<file path="src/rtl/dmem_pkg.sv">
// Shared definitions for the data-memory arbiter: FSM encoding,
// memory geometry and the access-legality check.
package dmem_pkg;

  typedef enum logic [1:0] {
    ST_IDLE   = 2'd0,
    ST_ACCESS = 2'd1,
    ST_RESP   = 2'd2
  } state_t;

  localparam int MEM_WORDS_DEF = 1024;

  // 1 when the byte address is not 8-byte aligned or lies past the last word.
  function automatic logic addr_bad(input logic [63:0] addr, input int unsigned mem_words);
    logic [63:0] w_limit;
    w_limit = {32'd0, mem_words} << 3;
    return (addr[2:0] != 3'd0) || (addr >= w_limit);
  endfunction

endpackage

</file>
<file path="src/rtl/rr_arbiter2.sv">
// Two-requester round-robin arbiter: when both request, the port that did
// not win last time gets the grant; the history advances only on accept.
module rr_arbiter2 (
  input  logic       clk,
  input  logic       rst_n,
  input  logic [1:0] i_req,
  input  logic       i_accept,
  output logic [1:0] o_grant,
  output logic       o_winner
);

  logic r_last_grant;
  logic w_winner;

  always_comb begin
    w_winner = 1'b0;
    case (i_req)
      2'b01:   w_winner = 1'b0;
      2'b10:   w_winner = 1'b1;
      2'b11:   w_winner = ~r_last_grant;
      default: w_winner = 1'b0;
    endcase
  end

  assign o_grant  = (i_req == 2'b00) ? 2'b00 : (w_winner ? 2'b10 : 2'b01);
  assign o_winner = w_winner;

  // Reset points at port 1 so port 0 wins the first contested round.
  always_ff @(posedge clk) begin
    if (!rst_n) begin
      r_last_grant <= 1'b1;
    end else if (i_accept) begin
      r_last_grant <= w_winner;
    end
  end

endmodule

</file>
<file path="src/rtl/dmem_arbiter.sv">
// Shares one single-port data memory between the core LSU (port 0) and the
// loader/debug port (port 1): round-robin grant, address check, 3-state FSM.
//
// Handshakes: a request transfers on the rising edge where req_valid[p] and
// req_ready[p] are both 1; a response transfers on the edge where
// rsp_valid[p] and rsp_ready[p] are both 1. Valid, once raised, and its
// payload must be held until that edge; ready never depends on it dropping.
module dmem_arbiter
  import dmem_pkg::*;
#(
  parameter int DATA_W    = 64,
  parameter int MEM_WORDS = MEM_WORDS_DEF,
  parameter int CNT_W     = 16
) (
  input  logic              clk,
  input  logic              rst_n,
  input  logic [1:0]        req_valid,
  output logic [1:0]        req_ready,
  input  logic [1:0]        req_we,
  input  logic [DATA_W-1:0] req_addr0,
  input  logic [DATA_W-1:0] req_addr1,
  input  logic [DATA_W-1:0] req_wdata0,
  input  logic [DATA_W-1:0] req_wdata1,
  output logic [1:0]        rsp_valid,
  input  logic [1:0]        rsp_ready,
  output logic [DATA_W-1:0] rsp_rdata,
  output logic              rsp_err,
  output logic              mem_read,
  output logic              mem_write,
  output logic [DATA_W-1:0] mem_address,
  output logic [DATA_W-1:0] mem_write_data,
  input  logic [DATA_W-1:0] mem_read_data,
  output logic [CNT_W-1:0]  grant_cnt0,
  output logic [CNT_W-1:0]  grant_cnt1,
  output logic [1:0]        o_dbg_state
);

  state_t r_state;
  state_t w_next;

  logic [1:0]        w_grant;
  logic              w_winner;
  logic              w_accept;
  logic              w_sel_we;
  logic [DATA_W-1:0] w_sel_addr;
  logic [DATA_W-1:0] w_sel_wdata;

  logic              r_owner;
  logic              r_we;
  logic              r_err;
  logic [DATA_W-1:0] r_addr;
  logic [DATA_W-1:0] r_wdata;
  logic [1:0]        r_rsp_valid;
  logic [DATA_W-1:0] r_rsp_rdata;
  logic              r_rsp_err;
  logic [CNT_W-1:0]  r_cnt0;
  logic [CNT_W-1:0]  r_cnt1;

  rr_arbiter2 u_arb (
    .clk      (clk),
    .rst_n    (rst_n),
    .i_req    (req_valid),
    .i_accept (w_accept),
    .o_grant  (w_grant),
    .o_winner (w_winner)
  );

  assign w_accept    = (r_state == ST_IDLE) && (req_valid != 2'b00);
  assign w_sel_we    = w_winner ? req_we[1]  : req_we[0];
  assign w_sel_addr  = w_winner ? req_addr1  : req_addr0;
  assign w_sel_wdata = w_winner ? req_wdata1 : req_wdata0;

  always_ff @(posedge clk) begin
    if (!rst_n) begin
      r_state <= ST_IDLE;
    end else begin
      r_state <= w_next;
    end
  end

  always_comb begin
    w_next = r_state;
    case (r_state)
      ST_IDLE:   if (w_accept) w_next = ST_ACCESS;
      ST_ACCESS: w_next = ST_RESP;
      ST_RESP:   if (rsp_ready[r_owner]) w_next = ST_IDLE;
      default:   w_next = ST_IDLE;
    endcase
  end

  // An access flagged as bad keeps both strobes low so memory is never touched.
  always_comb begin
    req_ready      = 2'b00;
    mem_read       = 1'b0;
    mem_write      = 1'b0;
    mem_address    = '0;
    mem_write_data = '0;
    case (r_state)
      ST_IDLE: req_ready = w_grant;
      ST_ACCESS: begin
        mem_address    = r_addr;
        mem_write_data = r_wdata;
        mem_read       = !r_we && !r_err;
        mem_write      = r_we && !r_err;
      end
      default: ;
    endcase
  end

  always_ff @(posedge clk) begin
    if (!rst_n) begin
      r_owner     <= 1'b0;
      r_we        <= 1'b0;
      r_err       <= 1'b0;
      r_addr      <= '0;
      r_wdata     <= '0;
      r_rsp_valid <= 2'b00;
      r_rsp_rdata <= '0;
      r_rsp_err   <= 1'b0;
      r_cnt0      <= '0;
      r_cnt1      <= '0;
    end else begin
      if (w_accept) begin
        r_owner <= w_winner;
        r_we    <= w_sel_we;
        r_addr  <= w_sel_addr;
        r_wdata <= w_sel_wdata;
        r_err   <= addr_bad(64'(w_sel_addr), MEM_WORDS);
        if (!w_winner) begin
          if (r_cnt0 != '1) r_cnt0 <= r_cnt0 + CNT_W'(1);
        end else begin
          if (r_cnt1 != '1) r_cnt1 <= r_cnt1 + CNT_W'(1);
        end
      end
      // Response data is captured once and then held until it is accepted.
      if (r_state == ST_ACCESS) begin
        r_rsp_rdata <= mem_read ? mem_read_data : '0;
        r_rsp_err   <= r_err;
        r_rsp_valid <= r_owner ? 2'b10 : 2'b01;
      end else if ((r_state == ST_RESP) && rsp_ready[r_owner]) begin
        r_rsp_valid <= 2'b00;
      end
    end
  end

  assign rsp_valid   = r_rsp_valid;
  assign rsp_rdata   = r_rsp_rdata;
  assign rsp_err     = r_rsp_err;
  assign grant_cnt0  = r_cnt0;
  assign grant_cnt1  = r_cnt1;
  assign o_dbg_state = r_state;

endmodule

</file>
<file path="config.mk">
export PLATFORM = sky130hd
export DESIGN_NAME = dmem_arbiter
export DESIGN_NICKNAME = d
export VERILOG_FILES = /design/src/rtl/dmem_pkg.sv /design/src/rtl/rr_arbiter2.sv /design/src/rtl/dmem_arbiter.sv
export SDC_FILE = /design/constraint.sdc
export NUM_CORES = 1
export LEC_CHECK = 0
export ABC_CLOCK_PERIOD_IN_PS = 2600
export CORE_AREA = 2 2 220 222
export CTS_BUF_LIST = sky130_fd_sc_hd__clkbuf_8
export CTS_CLUSTER_SIZE = 10
export DETAILED_ROUTE_END_ITERATION = 12
export DIE_AREA = 0 0 222 224
export GPL_ROUTABILITY_DRIVEN = 0
export PLACE_DENSITY_LB_ADDON = 0.3
export SYNTH_ARGS = -nofsm -noshare
export SYNTH_HDL_FRONTEND = slang
export SYNTH_SLANG_ARGS = --single-unit
export TNS_END_PERCENT = 20
</file>
<file path="constraint.sdc">
create_clock -name clk -period 2.6 [get_ports clk]
set_input_delay 0.52 -clock clk [delete_from_list [all_inputs] [get_ports clk]]
set_output_delay 0.52 -clock clk [all_outputs]
set_load 0.1 [all_outputs]
</file>
==> results <==
[per-layer routing]
layer,routed length [um],up-vias,global-route usage
met5,0,-,0
met4,1530,0,0.0706
met3,4130,86,0.0634
met2,22700,482,0.308
met1,18100,5521,0.201
li1,-,5571,-
[synth_stat cells (all sizes together), types with 2 or more instances]
master  instances  area (um2)
ha              2        25.0
dfxtp         233        4660
mux2i          10         100
nor3            8        45.0
xnor2           4        35.0
xor2           10        87.6
nand2b         12        75.1
and2          143         895
nand2         230         866
and4            5        46.3
nand3          91         455
nor4           28         181
clkbuf         86         323
o31ai           2        15.0
o211a          76         761
o21a            2        15.0
nor3b           3        22.5
inv             4        15.0
a211oi          3        22.5
nand4          15        93.8
a21boi         62         469
nor2b          67         419
a22oi         117         878
nor2            7        26.3
a21oi           5        25.0
buf            22        97.6
or3             6        37.5
and3            2        12.5
o21ai          10        50.0
nand3b          2        15.0
[metrics by stage]
stage | TNS, ns | cell area (um2)
after floorplan | -11.23 | 10900
after global placement | 0 | 18400
after detailed placement | 0 | 18400
after CTS | -0.155 | 19400
after global routing | -0.00416 | 19400
final | 0 | 19400
[power by group]
group | switching [mW] | total, mW | internal [mW]
combinational | 2.12 | 3.50 | 1.37
sequential | 0.171 | 4.04 | 3.87
clock | 1.70 | 4.14 | 2.44
total | 4.00 | 11.7 | 7.68
[critical path: cells and delay by family, from the launching register on]
kind          cells  cell delay, ns
buf+inv           3            0.57
simple gates      2            0.41
flops             1            0.40
[flip-flops by register name, summed over array words and instances (netlist names), 2 cells and up]
name / count
r_addr: 64
o_dbg_state: 2
grant_cnt1: 16
r_wdata: 64
rsp_valid: 2
rsp_rdata: 64
grant_cnt0: 16
[layout by cell type (no fill, tap or decap), drive strengths merged, types with 8 or more instances in the layout]
cell | Yosys | final
and2 | 143 | 143
buf | 22 | 265
nor2b | 67 | 67
nor3 | 8 | 8
clkdlybuf4s50 | 0 | 326
o211a | 76 | 76
a22oi | 117 | 117
xor2 | 10 | 10
dfxtp | 233 | 233
nand2b | 12 | 12
nand4 | 15 | 15
nand2 | 230 | 230
a21boi | 62 | 62
mux2i | 10 | 10
o21ai | 10 | 10
nor4 | 28 | 28
clkbuf | 86 | 67
nand3 | 91 | 91
inv | 4 | 13
[cell type report]
type                    instances  area, um2
diodes                          1       2.50
clock inverters                17        133
clock buffers                  66        908
multi-input cells             930       5860
inverters                       4       15.0
flip-flops and latches        233       4670
repair buffers                592       7090
well taps                     615        769
fillers                      4733      27900
[logic make-up after synthesis]
group                      after synthesis
and+or+nand+nor                        620
AOI/OAI and AO/OA                      284
DFF                                    233
buffers and inverters                  112
xor gates and xnor gates                14
muxes                                   10
adders and majority gates                2
[timing repair]
item	CTS	global route
pin swaps	0	0
gates resized for setup	2	3
gates cloned	0	1
endpoints found under the setup margin	16	75
setup buffers	0	2
[final timing paths]
kind | start | to | slack (ns) | depth (start not counted)
setup / recovery | o_dbg_state[0] | mem_address[8] | 0.11 | 5
hold / removal | rst_n | u_arb.r_last_grant | 0.34 | 2
setup reg to reg | grant_cnt1[8] | grant_cnt1[15] | 0.46 | 5
hold reg to reg | r_wdata[26] | r_wdata[26] | 0.46 | 2
==> impl_metrics.tcl <==
set metrics [dict create \
    grt_usage 0.178 \
    synth_fa_ha_area_frac 0.00230 \
    htreeDepth 2 \
    route.detailed.drc 0 \
    max_slew_margin 0.483 \
    finalPower_mw 11.7 \
    period_share 0.957 \
    clk_latency_ns 0.61 \
    ys_types 47 \
    synth_top_family_by_area "simple AND/OR/NAND/NOR gates" \
    syn_nets 1605 \
    dp_cells 2371 \
    viasPerCell 4.74 \
    timing.fmax_mhz 402 \
    vias 11700 \
    dp_hpwl_um 34800 \
    finalClockSkew_ns 0.0327 \
    worst_setup_path_start_kind "register" \
    gr-total-overflow 0 \
    hold_path_class "in2reg" \
    netlist_area_mm2 0.0109 \
    drt_first_pass_iters 5 \
    synth-xor-area-share 0.0113 \
    powerDensity_mw_per_mm2 601 \
    worstPathArrival_ns 1.97 \
    synth_mux_area_frac 0.00921 \
    period_minus_slack_ns 2.49 \
    synth-seq-area-share 0.429 \
    cp.required_ns 2.08 \
    drive_gt1_frac 0.211 \
    cpPeakStageDelay_ns 0.40 \
    drtAntennaViolNets 0 \
    avgRoutedWirePerCell_um 18.9 \
    synth-edff-count 0 \
    die_h_um 224 \
    peakVddDrop_v 0.000293 \
    io_pins 561 \
    finish.utilization 0.411 \
    tightest_slew_ns 0.775 \
    postSynthAreaPerCell_um2 8.52 \
    crit_path_end_kind "output pin" \
    num_rows 80 \
    status "complete, no violations" \
    die_area_mm2 0.0497 \
    cts.reportedPaths.clkPinSlew_ns 0.05 \
    holdBufCountCts 0 \
    grt_max_degree 92 \
    path_class "reg2out" \
    area_delta_synth_final_pct 78.9 \
    start_util 0.230 \
    die_width_um 222 \
    crit_fanout 36 \
    final_cell_count_no_fill 2458 \
    place_ws_ns 0.0561 \
    cts_buffers 46 \
    antenna_found_initial 1 \
    cts_tree "done" \
    synth_cells 1275 \
    drv_slew 0 \
    maxCapViolations 0 \
    drt_wl_total_um 46400 \
    cp_cell_sequence "nor2b_4 -> buf_4 -> clkbuf_16 -> and2_1 -> buf_12" \
    leakage_nw 8.21 \
    post-route-worst-setup-slack_ns 0.113 \
    yosysWarningCount 0 \
    setup_violations 0 \
    core_mm2 0.0473 \
    nNetsFinal 2137 \
    worst_path_max_delay_cell "dfxtp_4" \
    synthArstFlopShare 0 \
    synth_ff_type "dfxtp_1" \
    cts.sinks 233 \
    final_hold_viol_count 0 \
    yosys.area_share.simple 0.295 \
    cts_buffer_depth 3 \
    dr.first_iter.drc_count 559 \
    grt_pass1_wl_um 69100 \
    io_buffers 560 \
    clockRootBuffer "clkbuf_8" \
    grt_pass1_vias 11500 \
    synth-compound-area-share 0.213 \
    whs_ns 0.337 \
    ys_ff_latch 233 \
]
(Power assumes the default switching activity.)
